<file path="src/rtl/alu_exec_ctrl_if.sv">
// Request/completion bus between instruction decode and the execute controller.
// Decode drives the master side; the controller is the slave.
interface alu_exec_ctrl_if #(
   parameter int DATA_W  = 16,
   parameter int RF_AW   = 4,
   parameter int SHAMT_W = 4
);
   logic               req_valid;
   logic               req_ready;
   logic [4:0]         req_op;
   logic [RF_AW-1:0]   req_rdest;
   logic [RF_AW-1:0]   req_rsrc;
   logic [DATA_W-1:0]  req_imm;
   logic               req_use_imm;
   logic [SHAMT_W-1:0] req_shamt;
   logic               done;
   logic               err;

   modport master (
      output req_valid, req_op, req_rdest, req_rsrc, req_imm, req_use_imm, req_shamt,
      input  req_ready, done, err
   );

   modport slave (
      input  req_valid, req_op, req_rdest, req_rsrc, req_imm, req_use_imm, req_shamt,
      output req_ready, done, err
   );
endinterface

</file>
<file path="src/rtl/alu_exec_ctrl.sv">
// Multi-cycle execute controller: reads operands, drives the ALU (iterating
// single-bit shifts), writes the result back and maintains the PSR flags.
module alu_exec_ctrl #(
   parameter int DATA_W  = 16,
   parameter int RF_AW   = 4,
   parameter int SHAMT_W = 4
) (
   input  logic               clk,
   input  logic               reset,
   alu_exec_ctrl_if.slave     req,
   output logic [RF_AW-1:0]   rf_raddr_a,
   output logic [RF_AW-1:0]   rf_raddr_b,
   input  logic [DATA_W-1:0]  rf_rdata_a,
   input  logic [DATA_W-1:0]  rf_rdata_b,
   output logic               rf_we,
   output logic [RF_AW-1:0]   rf_waddr,
   output logic [DATA_W-1:0]  rf_wdata,
   output logic [DATA_W-1:0]  alu_rsrc,
   output logic [DATA_W-1:0]  alu_rdest,
   output logic [4:0]         alu_op,
   input  logic [DATA_W-1:0]  alu_out,
   input  logic [4:0]         alu_flags,
   output logic [4:0]         psr
);
   localparam logic [4:0] OP_ADD  = 5'd0;
   localparam logic [4:0] OP_SUB  = 5'd1;
   localparam logic [4:0] OP_CMP  = 5'd2;
   localparam logic [4:0] OP_LSH  = 5'd7;
   localparam logic [4:0] OP_ARSH = 5'd9;
   // CMP only refreshes N, Z and L; C and F keep their previous values.
   localparam logic [4:0] CMP_MASK = 5'b11010;

   typedef enum logic [1:0] {IDLE, READ, EXEC, WB} state_t;

   state_t             state_reg, state_next;
   logic [4:0]         op_reg;
   logic [RF_AW-1:0]   rdest_reg;
   logic [RF_AW-1:0]   rsrc_reg;
   logic [DATA_W-1:0]  imm_reg;
   logic               use_imm_reg;
   logic [SHAMT_W-1:0] shamt_reg;
   logic [SHAMT_W-1:0] cnt_reg;
   logic [DATA_W-1:0]  s_reg;
   logic [DATA_W-1:0]  d_reg;
   logic [DATA_W-1:0]  r_reg;
   logic [4:0]         fl_reg;
   logic [4:0]         psr_reg;
   logic [4:0]         psr_next;
   logic [DATA_W-1:0]  src_operand;
   logic               op_illegal;
   logic               op_shift;

   assign op_illegal  = (op_reg > OP_ARSH);
   assign op_shift    = (op_reg >= OP_LSH) && (op_reg <= OP_ARSH);
   assign src_operand = use_imm_reg ? imm_reg : rf_rdata_a;

   assign rf_raddr_a = rsrc_reg;
   assign rf_raddr_b = rdest_reg;
   assign rf_waddr   = rdest_reg;
   assign rf_wdata   = r_reg;
   assign psr        = psr_reg;

   genvar gi;
   generate
      for (gi = 0; gi < 5; gi++) begin : g_psr
         assign psr_next[gi] = ((state_reg == WB) &&
                                ((op_reg == OP_ADD) || (op_reg == OP_SUB) ||
                                 ((op_reg == OP_CMP) && CMP_MASK[gi])))
                               ? fl_reg[gi] : psr_reg[gi];
      end
   endgenerate

   always_comb begin
      state_next    = state_reg;
      req.req_ready = 1'b0;
      req.done      = 1'b0;
      req.err       = 1'b0;
      rf_we         = 1'b0;
      alu_op        = '0;
      alu_rsrc      = '0;
      alu_rdest     = '0;
      case (state_reg)
         IDLE: begin
            req.req_ready = !reset;
            if (req.req_valid) state_next = READ;
         end
         READ: begin
            if (op_illegal || (op_shift && (shamt_reg == '0)))
               state_next = WB;
            else
               state_next = EXEC;
         end
         EXEC: begin
            alu_op    = op_reg;
            alu_rsrc  = s_reg;
            alu_rdest = d_reg;
            if (!op_shift || (cnt_reg == SHAMT_W'(1)))
               state_next = WB;
         end
         WB: begin
            // Gated by reset so an abort during WB leaves no write behind.
            req.done   = !reset;
            req.err    = !reset && op_illegal;
            rf_we      = !reset && !op_illegal && (op_reg != OP_CMP);
            state_next = IDLE;
         end
         default: state_next = IDLE;
      endcase
   end

   always_ff @(posedge clk) begin
      if (reset) begin
         state_reg   <= IDLE;
         psr_reg     <= '0;
         op_reg      <= '0;
         rdest_reg   <= '0;
         rsrc_reg    <= '0;
         imm_reg     <= '0;
         use_imm_reg <= 1'b0;
         shamt_reg   <= '0;
         cnt_reg     <= '0;
         s_reg       <= '0;
         d_reg       <= '0;
         r_reg       <= '0;
         fl_reg      <= '0;
      end else begin
         state_reg <= state_next;
         psr_reg   <= psr_next;
         case (state_reg)
            IDLE: begin
               if (req.req_valid) begin
                  op_reg      <= req.req_op;
                  rdest_reg   <= req.req_rdest;
                  rsrc_reg    <= req.req_rsrc;
                  imm_reg     <= req.req_imm;
                  use_imm_reg <= req.req_use_imm;
                  shamt_reg   <= req.req_shamt;
               end
            end
            READ: begin
               s_reg   <= src_operand;
               d_reg   <= rf_rdata_b;
               cnt_reg <= shamt_reg;
               // A zero-length shift writes S back unchanged.
               r_reg   <= src_operand;
               fl_reg  <= '0;
            end
            EXEC: begin
               if (op_shift) begin
                  s_reg   <= alu_out;
                  cnt_reg <= cnt_reg - SHAMT_W'(1);
                  if (cnt_reg == SHAMT_W'(1)) r_reg <= alu_out;
               end else begin
                  r_reg  <= alu_out;
                  fl_reg <= alu_flags;
               end
            end
            default: ;
         endcase
      end
   end
endmodule

</file>
<file path="src/flat_wrapper.sv">
// flat-port wrapper written by rule: the top's interface ports become plain ports
module alu_exec_ctrl_flat 
#(
   parameter int DATA_W  = 16,
   parameter int RF_AW   = 4,
   parameter int SHAMT_W = 4
)
  (clk, reset, rf_raddr_a, rf_raddr_b, rf_rdata_a, rf_rdata_b, rf_we, rf_waddr, rf_wdata, alu_rsrc, alu_rdest, alu_op, alu_out, alu_flags, psr, req_req_valid, req_req_op, req_req_rdest, req_req_rsrc, req_req_imm, req_req_use_imm, req_req_shamt, req_req_ready, req_done, req_err);
  alu_exec_ctrl_if #(.DATA_W(DATA_W), .RF_AW(RF_AW), .SHAMT_W(SHAMT_W)) req_i ();
  input  logic clk;
  input  logic reset;
  output logic [RF_AW-1:0] rf_raddr_a;
  output logic [RF_AW-1:0] rf_raddr_b;
  input  logic [DATA_W-1:0] rf_rdata_a;
  input  logic [DATA_W-1:0] rf_rdata_b;
  output logic rf_we;
  output logic [RF_AW-1:0] rf_waddr;
  output logic [DATA_W-1:0] rf_wdata;
  output logic [DATA_W-1:0] alu_rsrc;
  output logic [DATA_W-1:0] alu_rdest;
  output logic [4:0] alu_op;
  input  logic [DATA_W-1:0] alu_out;
  input  logic [4:0] alu_flags;
  output logic [4:0] psr;
  input wire logic [$bits(req_i.req_valid)-1:0] req_req_valid;
  input wire logic [$bits(req_i.req_op)-1:0] req_req_op;
  input wire logic [$bits(req_i.req_rdest)-1:0] req_req_rdest;
  input wire logic [$bits(req_i.req_rsrc)-1:0] req_req_rsrc;
  input wire logic [$bits(req_i.req_imm)-1:0] req_req_imm;
  input wire logic [$bits(req_i.req_use_imm)-1:0] req_req_use_imm;
  input wire logic [$bits(req_i.req_shamt)-1:0] req_req_shamt;
  output wire logic [$bits(req_i.req_ready)-1:0] req_req_ready;
  output wire logic [$bits(req_i.done)-1:0] req_done;
  output wire logic [$bits(req_i.err)-1:0] req_err;
  assign req_i.req_valid = req_req_valid;
  assign req_i.req_op = req_req_op;
  assign req_i.req_rdest = req_req_rdest;
  assign req_i.req_rsrc = req_req_rsrc;
  assign req_i.req_imm = req_req_imm;
  assign req_i.req_use_imm = req_req_use_imm;
  assign req_i.req_shamt = req_req_shamt;
  assign req_req_ready = req_i.req_ready;
  assign req_done = req_i.done;
  assign req_err = req_i.err;
  alu_exec_ctrl #(.DATA_W(DATA_W), .RF_AW(RF_AW), .SHAMT_W(SHAMT_W)) u_core (.clk(clk), .reset(reset), .req(req_i), .rf_raddr_a(rf_raddr_a), .rf_raddr_b(rf_raddr_b), .rf_rdata_a(rf_rdata_a), .rf_rdata_b(rf_rdata_b), .rf_we(rf_we), .rf_waddr(rf_waddr), .rf_wdata(rf_wdata), .alu_rsrc(alu_rsrc), .alu_rdest(alu_rdest), .alu_op(alu_op), .alu_out(alu_out), .alu_flags(alu_flags), .psr(psr));
endmodule
</file>
<file path="config.mk">
export PLATFORM = sky130hd
export DESIGN_NAME = alu_exec_ctrl_flat
export DESIGN_NICKNAME = d
export VERILOG_FILES = /design/src/rtl/alu_exec_ctrl_if.sv /design/src/rtl/alu_exec_ctrl.sv /design/src/flat_wrapper.sv
export SDC_FILE = /design/constraint.sdc
export NUM_CORES = 1
export LEC_CHECK = 0
export ABC_AREA = 1
export CORE_MARGIN = 2
export CORE_UTILIZATION = 45
export DETAILED_ROUTE_END_ITERATION = 7
export HOLD_SLACK_MARGIN = 0.08
export PLACE_DENSITY = 0.91
export SYNTH_ARGS = -nofsm -noshare
export SYNTH_HDL_FRONTEND = slang
export SYNTH_SLANG_ARGS = --single-unit
</file>
<file path="constraint.sdc">
create_clock -name clk -period 1.8 [get_ports clk]
set_input_delay 0.18 -clock clk [delete_from_list [all_inputs] [get_ports clk]]
set_output_delay 0.18 -clock clk [all_outputs]
set_load 0.05 [all_outputs]
</file>
# Word level (Yosys, flattened, before mapping)
# Index checks and enable logic that the tools add are counted.
[totals]
register_bits = 98
word_cells = 74
[op_classes]
addsub = 1
magnitude_cmp = 3
n_eq_ne = 12
mux = 21
reduce_logical = 23
[op_table]
columns = ["cell", "count"]
rows = [
  ["$mux 16", 6],
  ["$pmux 16 s2", 2],
  ["$mux 5", 2],
  ["$pmux 5 s2", 1],
  ["$reduce_and 2->1", 5],
  ["$pmux 2 s4", 1],
  ["$pmux 4 s2", 1],
  ["$logic_and 1x1->1", 7],
  ["$eq 5x1->1 const B", 1],
  ["$eq 5x2->1 const B", 1],
  ["$ge 5x3->1 const B", 1],
  ["$gt 5x4->1 const B", 1],
  ["$le 5x4->1 const B", 1],
  ["$logic_not 5->1", 1],
  ["$mux 1", 5],
  ["$ne 5x2->1 const B", 1],
  ["$eq 2x2->1 const B", 2],
  ["$eq 4x1->1 const B", 1],
  ["$logic_not 4->1", 1],
  ["$logic_or 1x1->1", 4],
  ["$mux 2", 2],
  ["$mux 4", 1],
  ["$ne 2x1->1 const B", 2],
  ["$ne 2x2->1 const B", 2],
  ["6 further kinds", 8],
]

# Longest topological paths before layout
[logic_depth]
word_depth = 6
ltp_mapped = 10
depth_no_buf = 9

# Worst setup path after synthesis
# No wires, ideal clock.
[synth_timing]
kind = "register to output"
from = "register u_core.state_reg[0]"
to = "output rf_we"
arrival_ns = 1.852
slack_ns = -0.232
stages_incl_launch_ff = 5
cell_sequence = "dfxtp_1 > ha_1 > inv_1 > nor2_1 > and3_1"
[synth_via]
elab_chain_len = 2
[synth_rtl]
columns = ["element", "line_no", "rtl"]
rows = [
  ["start: declaration", "alu_exec_ctrl.sv:35", "state_t state_reg, state_next;"],
  ["start signal: assignment", "alu_exec_ctrl.sv:127", "state_reg <= state_next;"],
  ["$eq 2x2->1", "alu_exec_ctrl.sv:82", "case (state_reg)"],
  ["$mux 1", "alu_exec_ctrl.sv:82", ""],
  ["end: declaration", "flat_wrapper.sv:16", "output logic rf_we;"],
]
# No other way between the ends.

# Worst setup path in the final report
[layout_timing]
from = "register u_core.r_reg[12], in the netlist u_core.rf_wdata[12]"
to = "output rf_wdata[12]"
[layout_rtl]
columns = ["element", "line_no", "rtl"]
rows = [
  ["start: declaration", "alu_exec_ctrl.sv:45", "logic [DATA_W-1:0] r_reg;"],
  ["start signal: assignment", "alu_exec_ctrl.sv:145", "r_reg <= src_operand;"],
  ["start signal: assignment", "alu_exec_ctrl.sv:152", "if (cnt_reg == SHAMT_W'(1)) r_reg <= alu_out;"],
  ["start signal: assignment", "alu_exec_ctrl.sv:154", "r_reg <= alu_out;"],
  ["end: declaration", "flat_wrapper.sv:18", "output logic [DATA_W-1:0] rf_wdata;"],
]
# No word-level cell between the ends.

==> metrics.yaml <==
worst_hold_path:
  hp-start: "alu_flags[4]"
  min_path_type: "input pin to flip-flop"
  worstHoldPathCells: 3
  holdPathEnd: "u_core.fl_reg[4]$_SDFFE_PP0P_"
global_routing:
  grt_pass1_vias: 4552
  grt_overflow: 0
  antenna_found_initial: 0
  grt_max_degree: 39
  grt_usage: 0.245
  grt_pass1_wl_mm: 21.9
logic_synthesis:
  synth_top_family_by_area: "simple AND/OR/NAND/NOR gates"
  synth-adder-area-share: 0.0189
  async_flop_share: 0
  synth-xor-area-share: 0.00189
  ys_seq_elements: 98
  synth_mux_area_frac: 0
  synth_compound_area_frac: 0.183
  synth.distinct_cells: 31
  synth_seq_area_share: 0.424
  synth_edf_count: 0
  syn_area_per_cell_sq_um: 7.20
  ys.flop_type: "dfxtp_1"
  yosysWarnings: 0
  synth_cells: 643
  syn-cell-area_sq_mm: 0.00463
  synth_nets: 740
  synth-simple-area-share: 0.253
setup_path:
  crit_family: "buffers and inverters"
  worstSetupStartpointType: "flip-flop"
  crit_buf_inv: 1
  cp.arrival_ps: 1550
  path_class: "flip-flop to output pin"
  r2r_setup_slack_ps: 210
  timing.rr.end: "u_core.s_reg[9]$_SDFFE_PP0P_"
  rr_worst_depth: 8
  cp.required_ps: 1620
  endpoint_kind: "output pin"
  reg2reg_from: "u_core.state_reg[0]$_SDFFE_PP0P_"
  slowest_stage: "clkdlybuf4s50_1"
  cpPeakStageDelay_ps: 840
  cp_cell_sequence: "clkdlybuf4s50_1"
  cp_max_fo: 2
power_and_ir_drop:
  p_sw_frac: 0.463
  switchingPower_mw: 5.25
  ir_drop_v: 0.000809
  p_int_mw: 6.09
  pwr-share-comb: 0.549
  p_leak_nw: 3.06
  power_density_mw_per_mm2: 1610
  power_frac_clock: 0.146
  p_seq_frac: 0.305
floorplanning:
  coreArea_sq_mm: 0.0101
  die_x_um: 105
  die_h_um: 105
  start_util: 0.456
  placementRows: 37
  io_pins: 164
  dieArea_sq_mm: 0.0111
timing:
  drv_slew: 0
  fin_ws_ps: 70.2
  min_period_ps: 1730
  finalHoldViolations: 0
  setup_viol: 0
  max_freq_mhz: 578
  fin_crit_sh: 0.961
  relSlewSlack: 0.631
  worstMarginPinSlew_ps: 553
  grt_setup_unrepaired: "false"
  tns_ps: 0
  clock_skew_ps: 15.2
place:
  pre_cts_ws_ps: 90.0
  portBuffers: 163
  place.gp.congestion: 0.869
  dp_hpwl_mm: 9.75
  placed_area_sq_mm: 0.00676
final_layout:
  final_cell_mix: "clkdlybuf4s50_1 (120), nand2_1 (118), dfxtp_1 (96)"
  syn_to_final_growth_pct: 52.0
  n_antenna_cell: 0
  drive_gt1_frac: 0.186
  fin_nets: 889
  fin_area_sq_mm: 0.00703
  final_common_cell: "clkdlybuf4s50_1"
cts:
  clk_latency_ps: 370
  cts_sinks: 98
  clockBufferDepth: 2
  clk_pin_slew_ps: 90
  cts_buffers: 9
  cts_tree: "yes"
  root_buffer: "clkbuf_8"
  cts_max_level: 3
drt:
  finalWirelength_mm: 13.1
  wl_per_cell_um: 14.1
  drc_errors: 0
  drtPass1Iterations: 4
  dr_total_vias: 4521
  viasPerCell: 4.85
  ant_nets: 0
  drt_iter0_markers: 180
flow_run:
  drv_cap: 0
run_status:
  status: "finished clean"
[through the flow]
step,utilization,power [mW],hold WS (ps),cells
after floorplan,-,7.88,315,643
after global placement,0.666,9.50,433,917
after CTS,0.690,11.3,361,933
after global routing,0.694,12.1,401,933
final,0.694,11.3,376,933
after detailed placement,0.666,9.65,445,917
[layer usage]
layer | vias to the layer above | share of wire | wire length [um] | global-route usage
li1 | 2302 | - | - | -
met2 | 149 | 0.50 | 6530 | 0.434
met1 | 2054 | 0.41 | 5340 | 0.287
met4 | 0 | 0.019 | 255 | 0.0829
met5 | - | 0 | 0 | 0
met3 | 16 | 0.077 | 1020 | 0.0612
[power by group through the flow]
stage	sequential, mW	combinational, mW	clock, mW
3_5_place_dp	3.49	6.16	0
4_1_cts	3.45	6.21	1.67
6_report	3.46	6.22	1.65
2_1_floorplan	4.23	3.66	0
3_3_place_gp	3.45	6.05	0
5_1_grt	3.56	6.78	1.77
[area by class of cell]
| type | count | area [sq um] |
|---|---|---|
| inverter | 79 | 302 |
| fill | 834 | 3110 |
| multi-input combinational | 423 | 2140 |
| timing repair buffer | 181 | 2220 |
| clock buffer | 11 | 151 |
| tap | 136 | 170 |
| sequential | 98 | 1960 |
| clock inverter | 5 | 85.1 |
[logic make-up after synthesis]
| logic type | after synthesis |
|---|---|
| buffers and inverters | 122 |
| DFF | 98 |
| and+or+nand+nor | 265 |
| AOI/OAI and AO/OA | 150 |
| xor gates and xnor gates | 1 |
| adders and majority gates | 7 |
[synthesized netlist by cell type (2+ instances only)]
cell | number | share of area
a21oi_1 | 40 | 0.043
a21oi_2 | 12 | 0.023
buf_12 | 2 | 0.0087
buf_2 | 10 | 0.011
buf_4 | 4 | 0.0065
buf_6 | 4 | 0.0097
clkbuf_1 | 23 | 0.019
dfxtp_1 | 98 | 0.42
ha_1 | 7 | 0.019
inv_1 | 75 | 0.061
inv_2 | 3 | 0.0024
nand2_1 | 119 | 0.097
nand2_2 | 22 | 0.030
nand3_1 | 8 | 0.0087
nor2_1 | 88 | 0.071
nor2_2 | 18 | 0.024
nor2_4 | 2 | 0.0049
nor3_1 | 2 | 0.0022
o211ai_1 | 17 | 0.028
o21ai_0 | 74 | 0.080
o21ai_1 | 5 | 0.0054
[how the worst max path moves through the flow]
stage                                startpoint                                 to  slack, ps  cells after the start
6_report       u_core.rf_wdata[12]$_SDFFE_PP0P_                       rf_wdata[12]         70                      1
5_1_grt        u_core.state_reg[0]$_SDFFE_PP0P_                              rf_we         10                      5
4_1_cts        u_core.state_reg[1]$_SDFFE_PP0P_                              rf_we          9                      5
3_5_place_dp   u_core.state_reg[0]$_SDFFE_PP0P_  u_core.rf_raddr_b[3]$_SDFFE_PP0P_         90                      6
3_3_place_gp   u_core.state_reg[0]$_SDFFE_PP0P_      u_core.s_reg[10]$_SDFFE_PP0P_        140                      8
2_1_floorplan  u_core.state_reg[0]$_SDFFE_PP0P_                              rf_we         20                      4
[what timing repair did]
action / in CTS / in global routing
gates resized for setup: 3 / 9
endpoints found under the setup margin: 24 / 53
setup buffers: 0 / 0
hold endpoints to repair: 0 / 0
hold buffers: 0 / 0
Note: power is estimated with default switching activity, not from simulation.
